==> src/rtl/cmd_issuer_pkg.sv <==
// Shared opcode and request definitions for the Life core command issuer.
// The core decodes only the low two opcode bits. Bit 2 is carried through unchanged.
package cmd_issuer_pkg;

  typedef enum logic [1:0] {
    CMD_IDLE      = 2'd0,
    CMD_SOLVE     = 2'd1,
    CMD_READ_CELL = 2'd2,
    CMD_SEED      = 2'd3
  } opcode_e;

  // Read-cell argument layout: column in [19:10], row in [9:0].
  typedef struct packed {
    logic [11:0] rsvd;
    logic [9:0]  column;
    logic [9:0]  row;
  } cell_arg_t;

  typedef struct packed {
    logic [2:0]  cmd;
    logic [31:0] arg0;
  } req_t;

  function automatic logic is_read_cell(input logic [2:0] op);
    return op[1:0] == CMD_READ_CELL;
  endfunction

endpackage

==> src/rtl/cmd_issuer_fifo.sv <==
// Request FIFO for cmd_issuer: synchronous, power-of-two depth, combinational head.
// A push is dropped when the FIFO is full. A pop is dropped when it is empty.
module cmd_fifo #(
  parameter int unsigned WIDTH = 35,
  parameter int unsigned DEPTH = 4
) (
  input  logic             i_clk,
  input  logic             i_rst,
  input  logic             i_push,
  input  logic [WIDTH-1:0] i_data,
  input  logic             i_pop,
  output logic [WIDTH-1:0] o_head,
  output logic             o_full,
  output logic             o_empty
);

  localparam int unsigned AW = $clog2(DEPTH);

  logic [WIDTH-1:0] r_mem [DEPTH];
  logic [AW-1:0]    r_wr_ptr;
  logic [AW-1:0]    r_rd_ptr;
  logic [AW:0]      r_count;
  logic             w_do_push;
  logic             w_do_pop;

  assign o_full    = (r_count == (AW+1)'(DEPTH));
  assign o_empty   = (r_count == '0);
  assign w_do_push = i_push && !o_full;
  assign w_do_pop  = i_pop && !o_empty;
  assign o_head    = r_mem[r_rd_ptr];

  always_ff @(posedge i_clk or posedge i_rst) begin
    if (i_rst) begin
      r_wr_ptr <= '0;
      r_rd_ptr <= '0;
      r_count  <= '0;
    end else begin
      if (w_do_push) r_wr_ptr <= r_wr_ptr + 1'b1;
      if (w_do_pop)  r_rd_ptr <= r_rd_ptr + 1'b1;
      case ({w_do_push, w_do_pop})
        2'b10:   r_count <= r_count + 1'b1;
        2'b01:   r_count <= r_count - 1'b1;
        default: r_count <= r_count;
      endcase
    end
  end

  always_ff @(posedge i_clk) begin
    if (w_do_push) r_mem[r_wr_ptr] <= i_data;
  end

endmodule

==> src/rtl/cmd_issuer.sv <==
// Host-side initiator for the Life core control port: queues requests and issues one at a time.
// Optional watchdog on WAIT_DONE is enabled with `define CMD_ISSUER_TIMEOUT_EN (TIMEOUT_CYCLES >= 2).
module cmd_issuer
  import cmd_issuer_pkg::*;
#(
  parameter int unsigned FIFO_DEPTH     = 4,
  parameter int unsigned TIMEOUT_CYCLES = 1048576
) (
  input  logic        clk,
  input  logic        reset,
  input  logic        req_valid,
  output logic        req_ready,
  input  logic [2:0]  req_cmd,
  input  logic [31:0] req_arg0,
  output logic        rsp_valid,
  input  logic        rsp_ready,
  output logic [31:0] rsp_data,
  output logic        rsp_error,
  output logic [2:0]  cmd,
  output logic [31:0] cmd_arg0,
  output logic        cmd_valid,
  input  logic        cmd_ready,
  input  logic [31:0] cmd_res
);

  localparam logic [2:0] S_IDLE      = 3'd0;
  localparam logic [2:0] S_ISSUE     = 3'd1;
  localparam logic [2:0] S_SETTLE    = 3'd2;
  localparam logic [2:0] S_WAIT_DONE = 3'd3;
  localparam logic [2:0] S_RESPOND   = 3'd4;

  logic [2:0]  r_state;
  logic [2:0]  r_cmd;
  logic [31:0] r_arg0;
  logic        r_rsp_valid;
  logic [31:0] r_rsp_data;
  logic        w_full;
  logic        w_empty;
  logic        w_pop;
  req_t        w_head;
  logic        w_timeout;

  assign w_pop     = (r_state == S_IDLE) && !w_empty;
  assign req_ready = !w_full;
  assign cmd       = r_cmd;
  assign cmd_arg0  = r_arg0;
  assign cmd_valid = (r_state == S_ISSUE) && cmd_ready;
  assign rsp_valid = r_rsp_valid;
  assign rsp_data  = r_rsp_data;

  cmd_fifo #(
    .WIDTH ($bits(req_t)),
    .DEPTH (FIFO_DEPTH)
  ) u_fifo (
    .i_clk   (clk),
    .i_rst   (reset),
    .i_push  (req_valid),
    .i_data  ({req_cmd, req_arg0}),
    .i_pop   (w_pop),
    .o_head  (w_head),
    .o_full  (w_full),
    .o_empty (w_empty)
  );

`ifdef CMD_ISSUER_TIMEOUT_EN
  localparam int unsigned       TO_W    = (TIMEOUT_CYCLES > 2) ? $clog2(TIMEOUT_CYCLES) : 1;
  localparam logic [TO_W-1:0]   TO_LAST = TO_W'(TIMEOUT_CYCLES - 2);

  logic [TO_W-1:0] r_to_cnt;
  logic            r_rsp_error;

  // The counter is checked one step early so that RESPOND lands exactly TIMEOUT_CYCLES after SETTLE.
  assign w_timeout = (r_state == S_WAIT_DONE) && (r_to_cnt == TO_LAST);
  assign rsp_error = r_rsp_error;

  always_ff @(posedge clk or posedge reset) begin
    if (reset) begin
      r_to_cnt    <= '0;
      r_rsp_error <= 1'b0;
    end else begin
      if (r_state == S_ISSUE && cmd_ready) r_to_cnt <= '0;
      else if (r_state == S_WAIT_DONE)     r_to_cnt <= r_to_cnt + 1'b1;
      if (r_state == S_WAIT_DONE) begin
        if (cmd_ready)      r_rsp_error <= 1'b0;
        else if (w_timeout) r_rsp_error <= 1'b1;
      end else if (r_state == S_RESPOND && rsp_ready) begin
        r_rsp_error <= 1'b0;
      end
    end
  end
`else
  logic w_unused_timeout;
  assign w_unused_timeout = (TIMEOUT_CYCLES == 0);
  assign w_timeout        = 1'b0;
  assign rsp_error        = 1'b0;
`endif

  // cmd/cmd_arg0 are loaded only in IDLE, so they stay put from ISSUE until RESPOND exits.
  always_ff @(posedge clk or posedge reset) begin
    if (reset) begin
      r_state     <= S_IDLE;
      r_cmd       <= '0;
      r_arg0      <= '0;
      r_rsp_valid <= 1'b0;
      r_rsp_data  <= '0;
    end else begin
      case (r_state)
        S_IDLE: begin
          if (!w_empty) begin
            r_cmd   <= w_head.cmd;
            r_arg0  <= w_head.arg0;
            r_state <= S_ISSUE;
          end
        end
        S_ISSUE: begin
          if (cmd_ready) r_state <= S_SETTLE;
        end
        S_SETTLE: r_state <= S_WAIT_DONE;
        S_WAIT_DONE: begin
          if (cmd_ready) begin
            r_rsp_data  <= is_read_cell(r_cmd) ? cmd_res : '0;
            r_rsp_valid <= 1'b1;
            r_state     <= S_RESPOND;
          end else if (w_timeout) begin
            r_rsp_data  <= '0;
            r_rsp_valid <= 1'b1;
            r_state     <= S_RESPOND;
          end
        end
        S_RESPOND: begin
          if (rsp_ready) begin
            r_rsp_valid <= 1'b0;
            r_state     <= S_IDLE;
          end
        end
        default: r_state <= S_IDLE;
      endcase
    end
  end

endmodule

==> config.mk <==
export PLATFORM = sky130hd
export DESIGN_NAME = cmd_issuer
export DESIGN_NICKNAME = d
export VERILOG_FILES = /design/src/rtl/cmd_issuer_pkg.sv /design/src/rtl/cmd_issuer_fifo.sv /design/src/rtl/cmd_issuer.sv
export SDC_FILE = /design/constraint.sdc
export NUM_CORES = 1
export LEC_CHECK = 0
export CAP_MARGIN = 25
export CORE_MARGIN = 2
export CORE_UTILIZATION = 59
export CTS_BUF_LIST = sky130_fd_sc_hd__clkbuf_4
export DETAILED_ROUTE_END_ITERATION = 12
export PLACE_DENSITY = 0.91
export SYNTH_ARGS = -nofsm -noshare
export SYNTH_HDL_FRONTEND = slang
export SYNTH_SLANG_ARGS = --single-unit
==> constraint.sdc <==
create_clock -name clk -period 5.3 [get_ports clk]
set_input_delay 0.795 -clock clk [delete_from_list [all_inputs] [get_ports clk]]
set_output_delay 0.795 -clock clk [all_outputs]
set_load 0.03 [all_outputs]
==> reports/metrics.cfg <==
[setup_path]
crit_required_ps = 5810
r2r_slack_ps = 2180
reg2reg_to = u_fifo.r_count[2]
r2r.worst_path.cells = 9
cp_data_arrival_time_ps = 3630
crit_path_end_kind = register
timing.rr.start = u_fifo.r_count[0]
cp_max_fo = 21
startpoint_type = register
crit_type = register to register

[routing]
drc_errors = 0
vias = 4523
vias_per_cell = 5.32
post_drt_wl_per_cell_um = 18.6
drtAntennaViolNets = 0
wl_um = 15800
drt_first_iter_violations = 233
dr.pass1.iters = 4

[layout]
insertedDiodeCount = 0
design_area_mm2 = 0.0106
postLayoutCoreUtil_pct = 76.4
nets = 705
syn2layout_area_growth_pct = 26.6
final_layout_size_suffix_gt1_share_pct = 25.7

[floorplanning]
initial_core_util_pct = 60.3
rows = 43
ios = 143
die_y_um = 123
die-area_mm2 = 0.0151
core_mm2 = 0.0138
die_w_um = 123

[power_and_ir_drop]
power.density_mw_per_mm2 = 613
leakagePower_nw = 4.03
ir_drop_v = 0.000294

[clocking]
postCtsHoldBufs = 0
path_clk_slew_ps = 70
cts_tree = built
clock-sinks = 218
clkLatencyLatePin_ps = 620
ctsResizeCount = 0
post_cts.repair.setup_buffers = 0
htreeDepth = 2
numCtsBuffers = 52
root_buffer = clkbuf_4
clock_path_buffers = 3

[logic_synthesis]
synth.avg_cell_area_um2 = 18.5
synthArstFlopShare_pct = 35.8
synthFlopType = edfxtp_1
synth_top_area_share_pct = 50.4
yosys.area.top_type = edfxtp_1
syn_nets = 530
syn_area_mm2 = 0.00834
ys_seq_elements = 218
yosysMostFrequentCell = edfxtp_1
synth.top_cells.by_count = 140 x edfxtp_1, 78 x dfrtp_1, 66 x nand2_1, 35 x mux4_2, 32 x o21ai_0
synth_edf_count = 140
synth_area_leaders = edfxtp_1 50%, dfrtp_1 23%, mux4_2 9.4%
synth_warnings = 0
synthCells = 452
ys_seq_area_share_pct = 73.8
synth_cell_type_count = 31

[place]
hpwl_um = 9960
port_buffers = 141
dpl_cell_area_mm2 = 0.00985
gp_congestion = 0.695
dp_slack_ps = 2210

[sta]
setup_violations = 0
layout_min_cycle_time_ps = 3120
rsz0062_at_grt = false
hold_slack_ps = 480
maxSlewViolCount = 0
fin_skew_ps = 12.6
post-route-period-util_pct = 58.9
hold_viol = 0
tightest_slew_ps = 941
setup_ws_ps = 2180
tns_ps = 0
slew_headroom_pct = 37.2
clock.fmax_mhz = 321

[status]
status = completed

[worst_hold_path]
hold_path.startpoint = rsp_data[12]
hold_path_depth = 2
hold_path_class = register to register
holdPathEnd = rsp_data[12]

[grt]
grt_max_degree = 66
overflow = 0
grt_pass1_vias = 4926
globalRouteTotalUtil_pct = 21.9
antenna_found_initial = 0
grt_pass1_wl_um = 24700

[job]
cap_violations = 0

## worst max-delay path by stage
stage                                 start           endpoint  cells after the start
after floorplan                       reset             cmd[0]                      1
after detailed placement          cmd_ready          cmd_valid                      4
after global routing      u_fifo.r_count[0]  u_fifo.r_count[2]                      9
after global placement            cmd_ready          cmd_valid                      4
final                     u_fifo.r_count[0]  u_fifo.r_count[2]                      9
after CTS                         cmd_ready          cmd_valid                      4
## critical path, cell delays in order, from the launching register on
cell	delay, ps
dfrtp_1	440
nor3_1	450
or4_2	570
buf_4	470
inv_1	80
ha_1	230
fa_1	380
xnor2_1	170
nor2_1	70
xor2_1	140
## power breakdown
part           leakage, nW  switching [mW]  internal [mW]
registers             2.25           0.346           2.35
clock network        0.417           0.626          0.746
logic                 1.36            1.22           1.19
total                 4.03            2.19           4.29
## placed cells by master (no fill, tap or decap), types with 2 or more instances in the layout
cell / n
clkdlybuf4s50_1: 141
edfxtp_1: 140
clkbuf_4: 81
dfrtp_1: 76
nand2_1: 66
mux4_2: 35
o21ai_0: 32
mux2_4: 28
clkinv_1: 12
mux2_2: 9
inv_1: 5
ha_1: 5
xnor2_1: 4
and3_2: 4
clkinv_2: 4
buf_4: 4
nor2_1: 3
xor2_1: 3
nor3_1: 2
dfrtp_2: 2
## flip-flops by register name, summed over array words and instances (netlist names), 2 cells and up
name             count
cmd                  3
cmd_arg0            32
r_state              3
rsp_data            32
u_fifo.r_count       3
u_fifo.r_mem       140
u_fifo.r_rd_ptr      2
u_fifo.r_wr_ptr      2
## cell families after synthesis
family	share of synthesized area, %
AO/OA/AOI/OAI	2.31
buffers and inverters	2.31
adder cells (fa/ha/maj)	0.990
multiplexers	15.7
other	0.0449
XOR/XNOR	0.735
AND/OR/NAND/NOR	4.12
flip-flops	73.8
## metrics by stage
step	std cells	power (mW)
after floorplan	452	4.32
after global placement	752	5.04
after detailed placement	752	5.15
after CTS	849	6.55
after global routing	850	6.82
final	850	6.48
## routing by layer
layer  track usage (%)  vias to the layer above  share of wire, %
met5                 0                        -                 0
met4              8.76                        0               1.9
met3              5.72                       32               7.1
met2              38.2                      169                53
met1              26.1                     2230                38
li1                  -                     2092                 -
## area by class of cell
cell class	instances	area [µm²]
flip-flops and latches	218	6160
fillers	747	3260
multi-input cells	203	2000
repair buffers	146	1460
clock buffers	81	608
well taps	180	225
clock inverters	16	90.1
inverters	6	23.8
Power figures use the tool's default switching activity.
==> edit 1 (config.mk and constraints unchanged) <==
The parameter `FIFO_DEPTH` goes from 4 to 8.
--- a/src/rtl/cmd_issuer.sv
+++ b/src/rtl/cmd_issuer.sv
@@ -3,7 +3,7 @@
 module cmd_issuer
   import cmd_issuer_pkg::*;
 #(
-  parameter int unsigned FIFO_DEPTH     = 4,
+  parameter int unsigned FIFO_DEPTH     = 8,
   parameter int unsigned TIMEOUT_CYCLES = 1048576
 ) (
   input  logic        clk,
Function: changed (Yosys sat finds a counterexample within 10 cycles, from zero or initial values and one cycle with reset high).
==> edit 1 against the original RTL <==
- routed wire length is 79% higher
- power increased by 47%
- area after synthesis increased by 66%
- sequential power grew 57%
- setup slack lost 22 ps
- sequential cell count grew 143
- final area is 59% higher
- register-to-register slack better by 480 ps
- critical path depth shrank 7
- sequential share of layout area grew 3.8 points
- critical endpoint is now req_ready
- largest cell class unchanged
- largest power group unchanged
- highest routed layer unchanged
==> edit 1: results (changes against the original RTL) <==
grt_first_pass_wirelength_um: 43400  # was 24,700 um
async_reset_ff_share_pct: 22.4  # was 35.8%
antenna_found_initial: 2  # was 0
htreeDepth: 3  # was 2
status: "finished, final reports clean"  # unchanged
place.detailed.hpwl_um: 17300  # was 9960 um
vias: 7416  # was 4,523
vdd_drop_max_mv: 0.393  # was 0.294 mV
grt_use_total_pct: 24.0  # was 21.9%
fillers: 1399  # was 747
gp_congestion: 0.731  # was 0.695
synthTopCellsByArea: "edfxtp_1, dfrtp_1, mux4_2, nand2_1, mux2i_1"  # was edfxtp_1, dfrtp_1, mux4_2, mux2_4, nand2_1
synth_fp_nets: 815  # was 530
worstMarginPinSlew_ps: 1030  # was 941 ps
min_period_ps: 3140  # was 3120 ps
path_max_fanout: 6  # was 21
cpMaxStageDelayCell: "clkdlybuf4s50_1"  # was or4_2
largest_register_ffs: 280  # was 140
grt_pass1_vias: 7940  # was 4,926
clock_skew_ps: 35.9  # was 12.6 ps
ys_seq_area_share_pct: 75.1  # was 73.8%
insertion_delay_ps: 690  # was 620 ps
cpPeakStageDelay_ps: 630  # was 570 ps
dpl_cell_area_um2: 15700  # was 9850 um^2
grt_max_degree: 73  # was 66
p_leak_nw: 5.97  # was 4.03 nW
synth_cell_types: 37  # was 31
worst_ep_arrival_time_ps: 2350  # was 3630 ps
nets: 1019  # was 705
drt_first_pass_iters: 5  # was 4
-- edit 1: cell count changes in the layout (fill, tap and decap cells not counted), moves of 28 or more --
cell,before,now
clkbuf_4,81,129
edfxtp_1,140,280
mux2_4,28,0
mux2i_1,0,35
mux4_2,35,70
nand2_1,66,112
o21ai_2,0,31
-- edit 1: path summary, 6_finish.rpt --
check,from,endpoint,cells after the start
max reg2reg,u_fifo.r_count[0],u_fifo.r_mem[4][10],5
min reg2reg,cmd_arg0[17],cmd_arg0[17],2
min in group asynchronous,reset,cmd_arg0[11],2
max in group asynchronous,reset,u_fifo.r_rd_ptr[2],3
min,cmd_arg0[17],cmd_arg0[17],2
max,u_fifo.r_count[0],req_ready,2
-- edit 1: worst max-delay path: cells and delay by family (launching register included) --
kind                   cells  cell delay [ps]
buffers and inverters      1              630
AND/OR/NAND/NOR            1              590
flip-flops                 1              450
-- edit 1: routing by layer --
| metal | up-vias | global-route usage (%) | share of wire, % |
|---|---|---|---|
| met5 | - | 0 | 0 |
| met2 | 344 | 41.4 | 53 |
| met3 | 37 | 6.19 | 7.8 |
| li1 | 3337 | - | - |
| met4 | 0 | 8.48 | 1.6 |
| met1 | 3698 | 29.5 | 38 |
-- edit 1: layout make-up --
class	instances	area (um^2)	area share, %
antenna	2	5.00	0.0298
multi-input combinational	334	3230	19.2
timing repair buffer	157	1620	9.66
inverter	2	8.76	0.0521
clock buffer	129	968	5.76
tap	319	399	2.37
clock inverter	26	136	0.811
sequential	361	10400	62.1
-- edit 1: report_power, final --
part / switching [mW] / total, mW / leakage (nW) / internal [mW]
clock network: 1.03 / 2.19 / 0.649 / 1.16
registers: 0.565 / 4.24 / 3.57 / 3.68
logic: 1.63 / 3.07 / 1.74 / 1.44
total: 3.22 / 9.50 / 5.97 / 6.28
-- edit 1: logic make-up after synthesis --
kind of cell	after synthesis	synth area share [%]
xor gates and xnor gates	9	0.622
other	1	0.0270
adders and majority gates	5	0.450
AOI/OAI and AO/OA	74	3.55
and+or+nand+nor	138	4.14
buffers and inverters	43	2.05
muxes	107	14.0
DFF	361	75.1
-- edit 1: per-stage QoR --
stage / hold WS [ps] / instances
2_1_floorplan: 462 / 738
3_3_place_gp: 459 / 1166
3_5_place_dp: 467 / 1173
4_1_cts: 481 / 1328
5_1_grt: 507 / 1330
6_report: 478 / 1330
==> edit 2 (config.mk and constraints unchanged) <==
Without the edit above. Build with the macro `CMD_ISSUER_TIMEOUT_EN` defined.
--- a/src/rtl/cmd_issuer.sv
+++ b/src/rtl/cmd_issuer.sv
@@ -1,5 +1,7 @@
 // Host-side initiator for the Life core control port: queues requests and issues one at a time.
 // Optional watchdog on WAIT_DONE is enabled with `define CMD_ISSUER_TIMEOUT_EN (TIMEOUT_CYCLES >= 2).
+`define CMD_ISSUER_TIMEOUT_EN
+
 module cmd_issuer
   import cmd_issuer_pkg::*;
 #(
Formal check against the unedited RTL: same outputs for any inputs over 10 cycles, from zero or initial values and one cycle with reset high; that may be too few to reach the edited logic, so the function may still have changed.
==> edit 2 against the original RTL <==
- clock skew grew 7.0 ps
- non-clock buffer count grew 2
- final area grew 12%
- setup slack lost 460 ps
- maximum frequency shrank 13%
- register-to-register slack gained 540 ps
- power grew 2.1%
- cell count grew 20%
- routed wire length grew 21%
- area after synthesis grew 14%
- sequential cell count grew 21
- die area grew 14%
- critical endpoint is now cmd_valid
- largest power group unchanged
==> edit 2: results (changes against the original RTL) <==
status: "finished, final reports clean"  # unchanged
cts-root-buf: "clkbuf_4"  # unchanged
antenna_found_initial: 1  # was 0
async_reset_ff_share_pct: 41.4  # was 35.8%
p_leak_nw: 4.44  # was 4.03 nW
dpl_cell_area_um2: 11100  # was 9850 um^2
hold_class: "flop to flop"  # unchanged
layout-drive-gt1-share_pct: 26.6  # was 25.7%
vias_per_cell: 5.67  # was 5.32
multi_input_gates: 297  # was 203
hold_path_end: "r_to_cnt[6]"  # was rsp_data[12]
cpMaxStageDelayCell: "clkdlybuf4s50_1"  # was or4_2
synth_cell_types: 47  # was 31
whs_path_depth: 1  # was 2
synth_fp_nets: 659  # was 530
ys.flop_type: "edfxtp_1"  # unchanged
grt_max_degree: 62  # was 66
r2r_start: "r_state[2]"  # was u_fifo.r_count[0]
grt_use_total_pct: 22.9  # was 21.9%
worst_ep_arrival_time_ps: 2790  # was 3630 ps
synthTopCellsByCount: "edfxtp_1, dfrtp_1, nand2_1"  # unchanged
largest_register_ffs: 140  # unchanged
vdd_drop_max_mv: 0.351  # was 0.294 mV
multi_input_area_um2: 2640  # was 2000 um^2
reg2reg_slack_ps: 2720  # was 2180 ps
drt_iter0_markers: 316  # was 233
clock_skew_ps: 19.6  # was 12.6 ps
bufAreaShareNonClock_pct: 12.5  # was 13.8%
path_max_fanout: 17  # was 21
clk_share_pct: 6.14  # was 6.61%
gp_congestion: 0.778  # was 0.695
fillers: 947  # was 747
slew_headroom_pct: 34.4  # was 37.2%
clock_buffers: 84  # was 81
grt_first_pass_wirelength_um: 29900  # was 24,700 um
cts_setup_buffers: 0  # unchanged
n_all_buffers: 148  # was 146
nets: 832  # was 705
rr_endpoint: "u_fifo.r_count[2]"  # unchanged
insertedDiodeCount: 1  # was 0
synthTopCellsByArea: "edfxtp_1, dfrtp_1, mux4_2, mux2_2, o21ai_2"  # was edfxtp_1, dfrtp_1, mux4_2, mux2_4, nand2_1
ys_seq_area_share_pct: 70.2  # was 73.8%
cpPeakStageDelay_ps: 740  # was 570 ps
rr_worst_depth: 8  # was 9
post-place-ws_ps: 1770  # was 2210 ps
die-area_um2: 17200  # was 15,100 um^2
routed_wl_um: 19100  # was 15,800 um
synth-seq-cells: 239  # was 218
place.detailed.hpwl_um: 11800  # was 9960 um
grt_pass1_vias: 6157  # was 4,926
insertion_delay_ps: 640  # was 620 ps
cts_buffers: 57  # was 52
seq_share_pct: 56.5  # was 58.3%
n_all_inverters: 9  # was 6
hold_start: "r_to_cnt[6]"  # was rsp_data[12]
worst_hold_slack_ps: 499  # was 480 ps
place.port_buffers: 142  # was 141
drt_first_pass_iters: 6  # was 4
[edit 2: cell types whose count changed in the layout (fill, tap and decap cells not counted), moves of 11 or more]
cell	change
nand2_1	-22
dfrtp_1	+21
nor2_1	+11
o21ai_2	+29
mux2_2	+27
o21ai_0	-21
nand3_1	+43
mux2_4	-28
[edit 2: how the worst max path moves through the flow]
stage,depth (start not counted),end,slack [ps],startpoint
after global routing,4,cmd_valid,1600,cmd_ready
after floorplan,1,cmd[0],1910,reset
final,4,cmd_valid,1720,cmd_ready
after global placement,4,cmd_valid,1850,cmd_ready
after detailed placement,4,cmd_valid,1770,cmd_ready
after CTS,4,cmd_valid,1770,cmd_ready
[edit 2: kinds of logic after synthesis]
logic type / count (synthesis) / share of synthesized area [%]
buffers and inverters: 43 / 2.23
AND/OR/NAND/NOR: 141 / 7.69
multiplexers: 73 / 12.8
adder cells (fa/ha/maj): 8 / 1.13
AO/OA/AOI/OAI: 64 / 4.97
flip-flops: 239 / 70.2
XOR/XNOR: 11 / 1.01
[edit 2: metrics by stage]
step / cells / utilization (%)
6_report: 1017 / 74.7
5_1_grt: 1017 / 74.7
4_1_cts: 1016 / 74.7
3_5_place_dp: 909 / 70.1
3_3_place_gp: 908 / 70.0
2_1_floorplan: 579 / -
[edit 2: metal layers]
layer / share of wire [%] / global-route usage, % / vias to the layer above
li1: - / - / 2615
met1: 38 / 26.8 / 2878
met2: 52 / 38.8 / 230
met3: 8.0 / 7.57 / 41
met4: 2.1 / 9.95 / 0
met5: 0 / 0 / -
[edit 2: where the power goes]
part           switching, mW  leakage (nW)  internal (mW)
Clock                  0.708         0.447          0.735
Sequential             0.333          2.55           2.51
Combinational           1.25          1.44           1.09
[edit 2: worst max-delay path: cells and delay by family]
kind | cells | cell delay, ps
simple gates | 1 | 270
buf+inv | 3 | 1730
